$ cat config.mk
export PLATFORM = sky130hd
export DESIGN_NAME = pl_hazard_control_flat
export DESIGN_NICKNAME = d
export VERILOG_FILES = /design/src/rtl/pl_hazard_pkg.sv /design/src/rtl/pl_hazard_control_if.sv /design/src/rtl/pl_md_counter.sv /design/src/rtl/pl_hazard_control.sv /design/src/flat_wrapper.sv
export SDC_FILE = /design/constraint.sdc
export NUM_CORES = 1
export LEC_CHECK = 0
export BUFFER_PORTS_ARGS = -buffer_cell sky130_fd_sc_hd__buf_2
export CAP_MARGIN = 20
export CORE_ASPECT_RATIO = 0.7
export CORE_MARGIN = 5
export CORE_UTILIZATION = 45
export DETAILED_ROUTE_END_ITERATION = 7
export PLACE_DENSITY = 0.71
export RECOVER_POWER = 25
export SYNTH_ARGS = -nofsm -noshare
export SYNTH_HDL_FRONTEND = slang
export SYNTH_HIERARCHICAL = 1
export SYNTH_SLANG_ARGS = --single-unit
export TNS_END_PERCENT = 10
$ cat constraint.sdc
create_clock -name clk -period 3.2 [get_ports clk]
set_clock_uncertainty 0.15 [all_clocks]
set_input_delay 0.64 -clock clk [delete_from_list [all_inputs] [get_ports clk]]
set_output_delay 0.64 -clock clk [all_outputs]
set_load 0.02 [all_outputs]
$ cat src/rtl/pl_hazard_pkg.sv
// Shared types and constants for the pipeline hazard controller.
package pl_hazard_pkg;

  localparam int unsigned MULT_CYCLES_DEF = 4;
  localparam int unsigned DIV_CYCLES_DEF  = 32;
  localparam int unsigned REG_W           = 5;
  localparam int unsigned CNT_W           = 6;
  localparam int unsigned STALL_W         = 16;

  typedef enum logic {
    RUN     = 1'b0,
    MD_WAIT = 1'b1
  } md_state_e;

  // Counter preload: latency minus one, since the start cycle itself is not counted.
  function automatic logic [CNT_W-1:0] md_load_val(input logic        is_div,
                                                   input int unsigned mult_c,
                                                   input int unsigned div_c);
    return is_div ? CNT_W'(div_c - 1) : CNT_W'(mult_c - 1);
  endfunction

endpackage

$ cat src/rtl/pl_hazard_control_if.sv
// Pipeline-side signals of the hazard controller.
interface pl_hazard_control_if;
  import pl_hazard_pkg::*;

  logic [REG_W-1:0]   IF_ID_rs;
  logic [REG_W-1:0]   IF_ID_rt;
  logic               ID_uses_rt;
  logic               ID_reads_hilo;
  logic               ID_is_md;
  logic [REG_W-1:0]   ID_EX_rt;
  logic               ID_EX_mem_read;
  logic               EX_md_start;
  logic               EX_md_is_div;
  logic               EX_branch_taken;
  logic               pc_write;
  logic               IF_ID_write;
  logic               IF_ID_flush;
  logic               ID_EX_bubble;
  logic               md_busy;
  logic               md_done;
  logic [STALL_W-1:0] stall_cycles;

  modport master (
    output IF_ID_rs, IF_ID_rt, ID_uses_rt, ID_reads_hilo, ID_is_md,
           ID_EX_rt, ID_EX_mem_read, EX_md_start, EX_md_is_div, EX_branch_taken,
    input  pc_write, IF_ID_write, IF_ID_flush, ID_EX_bubble,
           md_busy, md_done, stall_cycles
  );

  modport slave (
    input  IF_ID_rs, IF_ID_rt, ID_uses_rt, ID_reads_hilo, ID_is_md,
           ID_EX_rt, ID_EX_mem_read, EX_md_start, EX_md_is_div, EX_branch_taken,
    output pc_write, IF_ID_write, IF_ID_flush, ID_EX_bubble,
           md_busy, md_done, stall_cycles
  );

endinterface

$ cat src/rtl/pl_md_counter.sv
// Multiply/divide latency counter: preload, count down while waiting, pulse done after zero.
module pl_md_counter
  import pl_hazard_pkg::*;
(
  input  logic             clk,
  input  logic             rst,
  input  logic             load_i,
  input  logic [CNT_W-1:0] load_val_i,
  input  logic             run_i,
  output logic             cnt_zero_o,
  output logic             done_o
);

  logic [CNT_W-1:0] cnt_q, cnt_d;
  logic             done_q, done_d;

  assign cnt_zero_o = (cnt_q == '0);
  assign done_o     = done_q;

  // Next count and done pulse; done fires the cycle after the last wait cycle.
  always_comb begin
    cnt_d  = cnt_q;
    done_d = run_i && cnt_zero_o;
    if (load_i) begin
      cnt_d = load_val_i;
    end else if (run_i && !cnt_zero_o) begin
      cnt_d = cnt_q - CNT_W'(1);
    end
  end

  // Counter and done registers; reset aborts any pending pulse.
  always_ff @(posedge clk) begin
    if (rst) begin
      cnt_q  <= '0;
      done_q <= 1'b0;
    end else begin
      cnt_q  <= cnt_d;
      done_q <= done_d;
    end
  end

endmodule

$ cat src/rtl/pl_hazard_control.sv
// Pipeline hazard controller: load-use and HI/LO stalls, branch flush, mult/div tracking.
module pl_hazard_control
  import pl_hazard_pkg::*;
#(
  parameter int unsigned MULT_CYCLES = MULT_CYCLES_DEF,
  parameter int unsigned DIV_CYCLES  = DIV_CYCLES_DEF
) (
  input  logic                clk,
  input  logic                rst,
  pl_hazard_control_if.slave  hz
);

  md_state_e          state_q, state_d;
  logic               md_load;
  logic               cnt_zero;
  logic               md_done;
  logic               load_use;
  logic               md_hazard;
  logic               stall;
  logic               pc_write_c;
  logic               if_id_write_c;
  logic               if_id_flush_c;
  logic               id_ex_bubble_c;
  logic [STALL_W-1:0] stall_cnt_q, stall_cnt_d;

  // Hazard detection; the HI/LO hazard is masked during reset so reset never stalls on it.
  assign load_use  = hz.ID_EX_mem_read && (hz.ID_EX_rt != '0) &&
                     ((hz.ID_EX_rt == hz.IF_ID_rs) ||
                      (hz.ID_uses_rt && (hz.ID_EX_rt == hz.IF_ID_rt)));
  assign md_hazard = (state_q == MD_WAIT) && !rst && (hz.ID_reads_hilo || hz.ID_is_md);
  assign stall     = (load_use || md_hazard) && !hz.EX_branch_taken;

  // Next state and zero-latency pipeline controls; a taken branch overrides any stall.
  always_comb begin
    state_d        = state_q;
    md_load        = 1'b0;
    pc_write_c     = 1'b1;
    if_id_write_c  = 1'b1;
    if_id_flush_c  = 1'b0;
    id_ex_bubble_c = 1'b0;

    case (state_q)
      RUN: begin
        if (hz.EX_md_start && !hz.EX_branch_taken) begin
          state_d = MD_WAIT;
          md_load = 1'b1;
        end
      end
      MD_WAIT: begin
        if (cnt_zero) begin
          state_d = RUN;
        end
      end
    endcase

    if (hz.EX_branch_taken) begin
      if_id_flush_c  = 1'b1;
      id_ex_bubble_c = 1'b1;
    end else if (stall) begin
      pc_write_c     = 1'b0;
      if_id_write_c  = 1'b0;
      id_ex_bubble_c = 1'b1;
    end
  end

  // Saturating stall-cycle count.
  always_comb begin
    stall_cnt_d = stall_cnt_q;
    if (stall && (stall_cnt_q != '1)) begin
      stall_cnt_d = stall_cnt_q + STALL_W'(1);
    end
  end

  // State and stall-count registers.
  always_ff @(posedge clk) begin
    if (rst) begin
      state_q     <= RUN;
      stall_cnt_q <= '0;
    end else begin
      state_q     <= state_d;
      stall_cnt_q <= stall_cnt_d;
    end
  end

  pl_md_counter u_md_counter (
    .clk        (clk),
    .rst        (rst),
    .load_i     (md_load),
    .load_val_i (md_load_val(hz.EX_md_is_div, MULT_CYCLES, DIV_CYCLES)),
    .run_i      (state_q == MD_WAIT),
    .cnt_zero_o (cnt_zero),
    .done_o     (md_done)
  );

  assign hz.pc_write     = pc_write_c;
  assign hz.IF_ID_write  = if_id_write_c;
  assign hz.IF_ID_flush  = if_id_flush_c;
  assign hz.ID_EX_bubble = id_ex_bubble_c;
  assign hz.md_busy      = (state_q == MD_WAIT);
  assign hz.md_done      = md_done;
  assign hz.stall_cycles = stall_cnt_q;

endmodule

$ cat src/flat_wrapper.sv
// flat-port wrapper written by rule: the top's interface ports become plain ports
module pl_hazard_control_flat import pl_hazard_pkg::*;
#(
  parameter int unsigned MULT_CYCLES = MULT_CYCLES_DEF,
  parameter int unsigned DIV_CYCLES  = DIV_CYCLES_DEF
)
  (clk, rst, hz_IF_ID_rs, hz_IF_ID_rt, hz_ID_uses_rt, hz_ID_reads_hilo, hz_ID_is_md, hz_ID_EX_rt, hz_ID_EX_mem_read, hz_EX_md_start, hz_EX_md_is_div, hz_EX_branch_taken, hz_pc_write, hz_IF_ID_write, hz_IF_ID_flush, hz_ID_EX_bubble, hz_md_busy, hz_md_done, hz_stall_cycles);
  pl_hazard_control_if hz_i ();
  input  logic clk;
  input  logic rst;
  input wire logic [$bits(hz_i.IF_ID_rs)-1:0] hz_IF_ID_rs;
  input wire logic [$bits(hz_i.IF_ID_rt)-1:0] hz_IF_ID_rt;
  input wire logic [$bits(hz_i.ID_uses_rt)-1:0] hz_ID_uses_rt;
  input wire logic [$bits(hz_i.ID_reads_hilo)-1:0] hz_ID_reads_hilo;
  input wire logic [$bits(hz_i.ID_is_md)-1:0] hz_ID_is_md;
  input wire logic [$bits(hz_i.ID_EX_rt)-1:0] hz_ID_EX_rt;
  input wire logic [$bits(hz_i.ID_EX_mem_read)-1:0] hz_ID_EX_mem_read;
  input wire logic [$bits(hz_i.EX_md_start)-1:0] hz_EX_md_start;
  input wire logic [$bits(hz_i.EX_md_is_div)-1:0] hz_EX_md_is_div;
  input wire logic [$bits(hz_i.EX_branch_taken)-1:0] hz_EX_branch_taken;
  output wire logic [$bits(hz_i.pc_write)-1:0] hz_pc_write;
  output wire logic [$bits(hz_i.IF_ID_write)-1:0] hz_IF_ID_write;
  output wire logic [$bits(hz_i.IF_ID_flush)-1:0] hz_IF_ID_flush;
  output wire logic [$bits(hz_i.ID_EX_bubble)-1:0] hz_ID_EX_bubble;
  output wire logic [$bits(hz_i.md_busy)-1:0] hz_md_busy;
  output wire logic [$bits(hz_i.md_done)-1:0] hz_md_done;
  output wire logic [$bits(hz_i.stall_cycles)-1:0] hz_stall_cycles;
  assign hz_i.IF_ID_rs = hz_IF_ID_rs;
  assign hz_i.IF_ID_rt = hz_IF_ID_rt;
  assign hz_i.ID_uses_rt = hz_ID_uses_rt;
  assign hz_i.ID_reads_hilo = hz_ID_reads_hilo;
  assign hz_i.ID_is_md = hz_ID_is_md;
  assign hz_i.ID_EX_rt = hz_ID_EX_rt;
  assign hz_i.ID_EX_mem_read = hz_ID_EX_mem_read;
  assign hz_i.EX_md_start = hz_EX_md_start;
  assign hz_i.EX_md_is_div = hz_EX_md_is_div;
  assign hz_i.EX_branch_taken = hz_EX_branch_taken;
  assign hz_pc_write = hz_i.pc_write;
  assign hz_IF_ID_write = hz_i.IF_ID_write;
  assign hz_IF_ID_flush = hz_i.IF_ID_flush;
  assign hz_ID_EX_bubble = hz_i.ID_EX_bubble;
  assign hz_md_busy = hz_i.md_busy;
  assign hz_md_done = hz_i.md_done;
  assign hz_stall_cycles = hz_i.stall_cycles;
  pl_hazard_control #(.MULT_CYCLES(MULT_CYCLES), .DIV_CYCLES(DIV_CYCLES)) u_core (.clk(clk), .rst(rst), .hz(hz_i));
endmodule
### Word-level counts from Yosys, hierarchy flattened

Index checks and enable logic that the tools add are counted.

| word-level totals | value |
|---|---|
| flip-flop bits (word level) | 24 |
| bits of input ports | 24 |
| output and inout port bits | 22 |
| logic and storage cells | 41 |

| operators by class | value |
|---|---|
| $add $sub $neg | 2 |
| equality and inequality tests | 3 |
| multiplexer cells | 12 |
| bitwise operators | 1 |
| reductions and logical operators | 19 |

Operator list:

| cell | count |
|---|---|
| 16-bit by 1-bit adder with 16-bit output (second input constant) | 1 |
| 16-bit != test (second input constant) | 1 |
| 6-bit two-way mux | 2 |
| 5-bit equality test | 2 |
| 1-bit logical AND | 10 |
| 1-bit two-way mux | 8 |
| 6-bit logical NOT | 1 |
| 6-bit by 1-bit subtractor with 6-bit output (second input constant) | 1 |
| 5-bit two-way mux | 1 |
| 5-bit nonzero test | 1 |
| 1-bit logical NOT | 3 |
| 1-bit logical OR | 3 |
| 1-bit one-hot mux with 2 select lines | 1 |
| 2-bit nonzero test | 1 |
| 1-bit NOT | 1 |

### Longest topological paths before layout

Gate-level depths: netlist (run 1).

| depth | value |
|---|---|
| depth after elaboration | 8 |
| gate-level depth with buffers | 8 |
| mapped depth without buffers | 7 |

### By module

The synthesis (run 1) kept the hierarchy.

By module, submodules not included:

| module | times used | cells an instance | area each (um2) | seq. area each (um2) |
|---|---|---|---|---|
| pl_hazard_control | 1 | 129 | 1083.5 | 340.3 |
| pl_md_counter | 1 | 54 | 436.7 | 140.1 |

### Least setup slack after synthesis (run 1)

Ideal clock, no wire load.

| timing | value |
|---|---|
| kind | input to output |
| from | in hz_ID_EX_rt[4] |
| to | out hz_pc_write |
| arrival time | 2.022 ns |
| required time | 2.410 ns |
| path slack | 0.388 ns |
| stages on the path | 7 |
| path buffers | 2 |
| path through | xor2_1 nor4_4 a22oi_2 o21a_1 buf_6 or2_2 buf_4 |

| on the way | value |
|---|---|
| word-level cells in the longest chain between the ends | 8 |
| elaborated cells between the ends (all ways) | 11 |
| classes of those cells | eq/ne: 2; mux: 2; reduce/logical: 7 |

RTL lines:

| what | RTL line | text |
|---|---|---|
| from (decl) | flat_wrapper.sv:16 | `input wire logic [$bits(hz_i.ID_EX_rt)-1:0] hz_ID_EX_rt;` |
| 5-bit equality test | pl_hazard_control.sv:29 | `(hz.ID_uses_rt && (hz.ID_EX_rt == hz.IF_ID_rt)));` |
| 1-bit logical AND | pl_hazard_control.sv:29 |  |
| 1-bit logical OR | pl_hazard_control.sv:28 | `((hz.ID_EX_rt == hz.IF_ID_rs) \|\|` |
| 1-bit logical AND (*) | pl_hazard_control.sv:27 | `assign load_use = hz.ID_EX_mem_read && (hz.ID_EX_rt != '0) &&` |
| 1-bit logical OR (*) | pl_hazard_control.sv:31 | `assign stall = (load_use \|\| md_hazard) && !hz.EX_branch_taken;` |
| 1-bit logical AND (*) | pl_hazard_control.sv:31 |  |
| 1-bit two-way mux (*) (2 in series) | -- |  |
| to (decl) | flat_wrapper.sv:21 | `output wire logic [$bits(hz_i.pc_write)-1:0] hz_pc_write;` |

Every way passes the cells marked *; elsewhere a longest branch is shown, timed or not.

### Worst setup path after layout (run 1)

| timing | value |
|---|---|
| from | in hz_ID_EX_rt[4] |
| to | out hz_pc_write |

| on the way | value |
|---|---|
| word-level cells in the longest chain between the ends | 8 |
| elaborated cells between the ends (all ways) | 11 |
| classes of those cells | eq/ne: 2; mux: 2; reduce/logical: 7 |

RTL lines:

| what | RTL line | text |
|---|---|---|
| 5-bit equality test | pl_hazard_control.sv:29 |  |
| 1-bit logical AND | pl_hazard_control.sv:29 |  |
| 1-bit logical OR | pl_hazard_control.sv:28 |  |
| 1-bit logical AND (*) | pl_hazard_control.sv:27 |  |
| 1-bit logical OR (*) | pl_hazard_control.sv:31 |  |
| 1-bit logical AND (*) | pl_hazard_control.sv:31 |  |
| 1-bit two-way mux (*) | pl_hazard_control.sv:59 | `end else if (stall) begin` |
| 1-bit two-way mux (*) | pl_hazard_control.sv:56 | `if (hz.EX_branch_taken) begin` |

Marks and branches as above.

==> flow_metrics.tcl, run 1 <==
set metrics [dict create \
    top_usage_layer "met2" \
    io_buffers 45 \
    grt_pass1_vias 1298 \
    relSlewSlack_pct 59.5 \
    synth.distinct_cells 51 \
    htree_num_levels 1 \
    avgRoutedWirePerCell_um 14.6 \
    initial_core_util_pct 47.6 \
    core_area_um2 3190 \
    mostFrequentLayoutCell "buf_2" \
    ys_ff_latch 24 \
    p_leak_nw 0.719 \
    yosys_warnings 6 \
    worst-setup-path-type "primary input to primary output" \
    fin_nets 255 \
    place.gp.congestion 0.822 \
    crit_arrival_ps 2080 \
    globalRouteOverflowTotal 0 \
    clk_latency_ps 270 \
    vias_per_cell 5.83 \
    rsz0062_at_grt "false" \
    finalSetupTns_ps 0 \
    holdWs_ps 349 \
    die_y_um 58.6 \
    cts_setup_buffers 0 \
    cp_common_cell "buf_2" \
    synth_area_um2 1520 \
    start_kind "primary input" \
    critPathBufInv 2 \
    maxSlewViolCount 0 \
    crit_start "hz_ID_EX_rt[4]" \
    status "completed" \
    report.final.hold_viol_count 0 \
    cpPeakStageDelay_ps 340 \
    synth_cells 183 \
    grt_util_met1_pct 24.3 \
    grt.met2_usage_pct 25.1 \
    clk_path_buf_depth 2 \
    finalPower_w 0.000669 \
    drive_gt1_share_pct 22.0 \
    irDropWorstVdd_mv 0.194 \
    stdcell_count 265 \
    row_count 17 \
    cts_sinks 24 \
    place_inst 261 \
    hold_buffers 0 \
    tightest_slew_ps 607 \
    most-common-layout-cells "37 x buf_2, 24 x dfxtp_1, 16 x nor2_1, 12 x xor2_1, 12 x a21oi_1" \
    reg2reg_from "u_core/hz.stall_cycles[0]" \
    fmax_mhz 349 \
    ios 46 \
    syn2layout_area_growth_pct 18.9 \
    grt_max_degree 25 \
    die-area_um2 4660 \
    dr.first_iter.drc_count 115 \
    period_minus_slack_ps 2870 \
    grt_usage_pct 16.8 \
    crit_fanout 3 \
    drc_errors 0 \
    cts-root-buf "clkbuf_8" \
    grt_pass1_wl_mm 6.24 \
    antenna_left 0 \
    hpwl_mm 2.93 \
    setup-violations-final 0 \
    synth-async-reset-ratio_pct 0 \
    die_width_um 79.5 \
    grtUsageMet3_pct 4.74 \
    ctsResizeCount 0 \
    worstPathRequired_ps 2410 \
    diodes 0 \
    synth_flop_cell "dfxtp_1" \
    vias 1545 \
    critPathSlowestCell "nor4_4" \
    cts_tree "built" \
    synth_edf_count 0 \
    routed_wl_mm 3.88 \
    worstHoldStart "u_core/hz.stall_cycles[15]" \
    clkTransAtPathRegs_ps 80 \
    drt_first_pass_iters 4 \
    dpl_cell_area_um2 1770 \
    hp-class "flop to flop" \
    final_cell_area_um2 1810 \
    path_cells "buf_2 > xor2_1 > nor4_4 > a22oi_2 > o21a_1 > or2_2 > buf_2" \
    syn_avg_cell_area_um2 8.31 \
    endpoint_kind "primary output" \
    cp_top_family "simple AND/OR/NAND/NOR gates" \
    numCtsBuffers 3 \
    fin_crit_sh_pct 89.6 \
    drv_cap 0 \
    powerDensity_nw_per_um2 370 \
    grt_antenna_before_repair 0 \
    yosysSeqAreaShare_pct 31.6 \
]
==> where the power goes <==
group | internal [W] | switching (W) | leakage, nW
logic | 0.0000555 | 0.0000829 | 0.496
registers | 0.000309 | 0.0000155 | 0.195
clock network | 0.000110 | 0.0000960 | 0.0288
total | 0.000475 | 0.000194 | 0.719
==> synth_stat cells (all sizes together) (3+ instances only) <==
cell type  instances  share of area [%]
xor2              12                6.9
nand2b             3                1.2
ha                 3                2.5
a311oi             3                1.7
nand2              8                2.0
dfxtp             24                 32
or4                9                4.4
clkbuf             3               0.74
nor2              16                4.0
o31ai              6                3.0
and4               5                3.0
a21oi             12                4.0
or3                5                2.1
buf                6                2.7
or2                3                1.2
inv                9                2.2
o21ai              8                2.6
nand3              8                2.6
nand4              4                1.6
==> metal layers <==
layer  vias to the layer above  share of wire [%]
li1                        771                  -
met1                       727                 50
met2                        45                 43
met3                         2                6.3
met4                         0               0.28
met5                         -                  0
==> final timing paths <==
| kind | endpoint | slack (ps) | cells after the start |
|---|---|---|---|
| setup / recovery | hz_pc_write | 330 | 7 |
| hold / removal | u_core/hz.stall_cycles[15] | 350 | 2 |
| setup reg to reg | u_core/hz.stall_cycles[14] | 560 | 7 |
| hold reg to reg | u_core/hz.stall_cycles[15] | 350 | 2 |
==> cell type report <==
| class | count | area (µm²) |
|---|---|---|
| Sequential cell | 24 | 480 |
| Tap cell | 38 | 47.5 |
| Multi-Input combinational cell | 142 | 957 |
| Inverter | 9 | 33.8 |
| Clock buffer | 4 | 55.1 |
| Timing Repair Buffer | 48 | 234 |
| Fill cell | 293 | 1380 |
==> cell families (layout without fill, tap and decap cells) <==
| group | count (synthesis) | after routing | share of synthesized area (%) |
|---|---|---|---|
| adders and majority gates | 3 | 3 | 2.47 |
| AOI/OAI and AO/OA | 47 | 47 | 22.1 |
| DFF | 24 | 24 | 31.6 |
| and+or+nand+nor | 74 | 74 | 28.9 |
| muxes | 1 | 1 | 0.658 |
| xor gates and xnor gates | 14 | 14 | 8.07 |
| buffers and inverters | 18 | 61 | 5.68 |
| other | 2 | 3 | 0.494 |
==> per-stage QoR <==
step | utilization [%] | worst slack (ps)
finish | 56.7 | 333
global route | 56.7 | 268
CTS | 57.1 | 334
detailed placement | 55.4 | 354
global placement | 55.4 | 399
floorplan | - | 388
==> worst min-delay path: cells and delay by family, from the launching register on <==
family	cells	cell delay, ps
flops	1	340
compound gates	2	120
==> sequential cells by signal (all words and copies together), names as in the netlist <==
register / cells
u_core/u_md_counter/done_o: 1
u_core/hz.md_busy: 1
u_core/hz.stall_cycles: 16
u_core/u_md_counter/cnt_q: 6
(Power assumes the default switching activity.)
==> run 2: changes to the inputs <==
--- a/config.mk
+++ b/config.mk
@@ -12,7 +12,6 @@
 export CORE_UTILIZATION = 45
 export DETAILED_ROUTE_END_ITERATION = 7
 export PLACE_DENSITY = 0.71
-export RECOVER_POWER = 25
 export SYNTH_ARGS = -nofsm -noshare
 export SYNTH_HDL_FRONTEND = slang
 export SYNTH_HIERARCHICAL = 1
==> flow_metrics.tcl, run 2 (synthesis results as in run 1) <==
set metrics [dict create \
    status "completed" \
    ctsResizeCount 0 \
    clk_path_buf_depth 2 \
    cts_sinks 24 \
    cpPeakStageDelay_ps 340 \
    finalPower_w 0.000670 \
    hp-class "flop to flop" \
    syn2layout_area_growth_pct 19.8 \
    worst-setup-path-type "primary input to primary output" \
    initial_core_util_pct 47.6 \
    htree_num_levels 1 \
    largest_reg_flops 16 \
    r2r-end "u_core/hz.stall_cycles[14]" \
    drt_first_pass_iters 4 \
    cp.depth 7 \
    vias_per_cell 5.74 \
    ios 46 \
    rr_worst_depth 7 \
    avgRoutedWirePerCell_um 14.6 \
    row_count 17 \
    grt_max_degree 25 \
    holdWs_ps 347 \
    rsz0062_at_grt "false" \
    diodes 0 \
    cp_top_family "simple AND/OR/NAND/NOR gates" \
    reg2reg_from "u_core/hz.stall_cycles[0]" \
    drive_gt1_share_pct 26.0 \
    io_buffers 45 \
    die_width_um 79.5 \
    hold_path_end "u_core/hz.stall_cycles[15]" \
    mostFrequentLayoutCell "buf_2" \
    critPathSlowestCell "nor4_4" \
    hold_buffers 0 \
    crit_arrival_ps 2080 \
    grt_pass1_wl_mm 6.24 \
    clk_latency_ps 270 \
    numCtsBuffers 3 \
    crit_fanout 3 \
    vias 1521 \
    finalSetupTns_ps 0 \
    most-common-layout-cells "45 x buf_2, 24 x dfxtp_1, 16 x nor2_1, 12 x xor2_1, 12 x a21oi_1" \
    fin_nets 255 \
    setup-violations-final 0 \
    drc_errors 0 \
    clkTransAtPathRegs_ps 80 \
    grt_pass1_vias 1298 \
    fin_crit_sh_pct 89.7 \
    crit_start "hz_ID_EX_rt[4]" \
    endpoint_kind "primary output" \
    irDropWorstVdd_mv 0.194 \
    die_y_um 58.6 \
    p_leak_nw 0.757 \
    maxSlewViolCount 0 \
    grt_antenna_before_repair 0 \
    hpwl_mm 2.93 \
    rrSetupSlack_ps 570 \
    path_cells "buf_2 > xor2_1 > nor4_4 > a22oi_2 > o21a_1 > or2_2 > buf_2" \
    grt_usage_pct 16.8 \
    drv_cap 0 \
    dr.first_iter.drc_count 99 \
    cp_common_cell "buf_2" \
    core_area_um2 3190 \
    fmax_mhz 348 \
    antenna_left 0 \
    cts_tree "built" \
    die-area_um2 4660 \
    period_minus_slack_ps 2870 \
    critPathBufInv 2 \
    report.final.hold_viol_count 0 \
    start_kind "primary input" \
    hold-path-cell-count 2 \
    worstHoldStart "u_core/hz.stall_cycles[15]" \
    powerDensity_nw_per_um2 368 \
    globalRouteOverflowTotal 0 \
    cts_setup_buffers 0 \
    place.gp.congestion 0.822 \
    worstPathRequired_ps 2410 \
    routed_wl_mm 3.86 \
    cts-root-buf "clkbuf_8" \
]
run 2: changes by cell type in the layout (fill, tap and decap cells not counted), sizes merged:
| cell | before | now |
|---|---|---|
| buf | 39 | 48 |
| clkbuf | 13 | 4 |
run 2: power breakdown:
part           internal [W]  leakage [nW]  switching, W
clock              0.000110        0.0288     0.0000963
combinational     0.0000565         0.534     0.0000830
sequential         0.000309         0.195     0.0000154
run 2: per-stage QoR:
stage          util [%]  area, µm²  setup slack, ps  instances
3_3_place_gp       55.4       1770              399        261
5_1_grt            57.1       1820              272        265
2_1_floorplan         -       1520              388        184
6_report           57.1       1820              330        265
4_1_cts            57.1       1820              334        265
3_5_place_dp       55.4       1770              354        261
run 2: worst max-delay path by stage:
stage / to
after global routing: hz_pc_write
after detailed placement: hz_pc_write
after global placement: hz_pc_write
final: hz_pc_write
after CTS: hz_pc_write
after floorplan: hz_pc_write
run 2: final cells by class:
class | count | area, µm²
clock buffer | 4 | 55.1
fill | 287 | 1370
inverter | 9 | 33.8
multi-input combinational | 142 | 957
sequential | 24 | 480
tap | 38 | 47.5
timing repair buffer | 48 | 248
run 2: per-layer routing:
layer	GRT usage, %	routed length [µm]	vias to the layer above
li1	-	-	768
met1	24.3	1930	709
met2	25.1	1650	40
met3	4.74	241	4
met4	2.94	29	0
met5	0	0	-
run 2: tightest hold or removal path: stages, from the launching register on:
cell,delay (ps)
dfxtp_1,330
o31ai_1,70
a21oi_1,60
==> run 3: changes to the inputs <==
--- a/config.mk
+++ b/config.mk
@@ -7,11 +7,13 @@
 export LEC_CHECK = 0
 export BUFFER_PORTS_ARGS = -buffer_cell sky130_fd_sc_hd__buf_2
 export CAP_MARGIN = 20
+export CELL_PAD_IN_SITES_DETAIL_PLACEMENT = 1
+export CELL_PAD_IN_SITES_GLOBAL_PLACEMENT = 1
 export CORE_ASPECT_RATIO = 0.7
 export CORE_MARGIN = 5
-export CORE_UTILIZATION = 45
+export CORE_UTILIZATION = 37
 export DETAILED_ROUTE_END_ITERATION = 7
-export PLACE_DENSITY = 0.71
+export PLACE_DENSITY_LB_ADDON = 0.1
 export SYNTH_ARGS = -nofsm -noshare
 export SYNTH_HDL_FRONTEND = slang
 export SYNTH_HIERARCHICAL = 1
==> flow_metrics.tcl, run 3 (synthesis results as in run 1) <==
set metrics [dict create \
    finalSetupTns_ps 0 \
    clkTransAtPathRegs_ps 90 \
    die_width_um 86.6 \
    grt_max_degree 25 \
    mostFrequentLayoutCell "buf_2" \
    relSlewSlack_pct 62.9 \
    row_count 19 \
    tightest_slew_ps 552 \
    ctsResizeCount 0 \
    start_kind "primary input" \
    endpoint_kind "primary output" \
    dr.first_iter.drc_count 129 \
    period_minus_slack_ps 2940 \
    antenna_left 0 \
    ios 46 \
    place.gp.congestion 0.758 \
    cp_top_family "simple AND/OR/NAND/NOR gates" \
    rsz0062_at_grt "false" \
    drt-met1-wl_mm 2.27 \
    drive_gt1_share_pct 26.6 \
    most-common-layout-cells "45 x buf_2, 24 x dfxtp_1, 16 x nor2_1, 12 x xor2_1, 12 x a21oi_1" \
    grt_antenna_before_repair 0 \
    largest_reg_flops 16 \
    hold_buffers 0 \
    cts_sinks 24 \
    drv_cap 0 \
    hp-class "flop to flop" \
    powerDensity_nw_per_um2 397 \
    fillers 513 \
    irDropWorstVdd_mv 0.197 \
    htree_num_levels 1 \
    syn2layout_area_growth_pct 23.0 \
    cts-root-buf "clkbuf_8" \
    numCtsBuffers 3 \
    io_buffers 45 \
    status "completed" \
    wl_met3_um 192 \
    drt_first_pass_iters 4 \
    crit_arrival_ps 2150 \
    drc_errors 0 \
    routed_wl_mm 4.55 \
    setup-violations-final 0 \
    vias_per_cell 5.56 \
    vias 1563 \
    initial_core_util_pct 38.5 \
    diodes 0 \
    fin_crit_sh_pct 91.8 \
    core_area_um2 3950 \
    die-area_um2 5510 \
    critPathSlowestCell "or4_1" \
    hpwl_mm 3.58 \
    clk_latency_ps 270 \
    cts_tree "built" \
    fin_nets 257 \
    die_y_um 63.6 \
    finalPower_w 0.000743 \
    top_layer_used "met4" \
    p_leak_nw 0.773 \
    critPathBufInv 2 \
    worst-setup-path-type "primary input to primary output" \
    globalRouteOverflowTotal 0 \
    path_cells "buf_2 > or4_1 > o21ai_1 > o21a_1 > or2_2 > buf_2" \
    grt_pass1_wl_mm 7.70 \
    fmax_mhz 340 \
    grt_pass1_vias 1650 \
    worstPathRequired_ps 2410 \
    avgRoutedWirePerCell_um 16.2 \
    cp_common_cell "buf_2" \
    cpPeakStageDelay_ps 530 \
    report.final.hold_viol_count 0 \
    wl_met2_mm 2.06 \
    crit_fanout 7 \
    cts_setup_buffers 0 \
    grt_usage_pct 17.1 \
    maxSlewViolCount 0 \
    clk_path_buf_depth 2 \
]
[run 3: report_power, final]
part | switching (W) | total (W) | internal [W]
Clock | 0.000105 | 0.000272 | 0.000167
Sequential | 0.0000129 | 0.000322 | 0.000309
Combinational | 0.0000908 | 0.000149 | 0.0000584
[run 3: through the flow]
stage	utilization (%)	cells	cell area, µm²	hold slack (ps)	worst slack (ps)
floorplan	-	184	1520	327	388
global placement	45.6	277	1800	327	297
detailed placement	45.6	277	1800	351	270
CTS	47.4	281	1870	368	264
global route	47.4	281	1870	408	155
finish	47.4	281	1870	360	262
[run 3: path summary, 6_finish.rpt]
kind	start	to	slack [ps]	cells after the start
setup reg to reg	u_core/hz.stall_cycles[0]	u_core/hz.stall_cycles[3]	560	8
setup / recovery	hz_ID_EX_rt[1]	hz_pc_write	260	6
hold / removal	u_core/hz.stall_cycles[10]	u_core/hz.stall_cycles[10]	360	2
hold reg to reg	u_core/hz.stall_cycles[10]	u_core/hz.stall_cycles[10]	360	2
[run 3: area by class of cell]
cell class | instances | area (µm²) | share of cell area, %
multi-input combinational | 142 | 957 | 51.2
sequential | 24 | 480 | 25.7
timing repair buffer | 50 | 263 | 14.0
tap | 52 | 65.1 | 3.48
clock buffer | 3 | 41.3 | 2.21
inverter | 9 | 33.8 | 1.81
clock inverter | 1 | 30.0 | 1.61
[run 3: worst reg2reg max path, cell delays in order (launching register included)]
cell and delay (ps):
dfxtp_1 380, ha_1 280, and2_1 190, and4_4 190
a221oi_2 380, nand2_1 300, buf_4 240, or3_1 340
a21oi_1 150
[run 3: per-layer routing]
| metal | up-vias | global-route usage [%] |
|---|---|---|
| met3 | 4 | 3.78 |
| met5 | - | 0 |
| li1 | 777 | - |
| met1 | 752 | 23.1 |
| met4 | 0 | 4.09 |
| met2 | 30 | 27.6 |
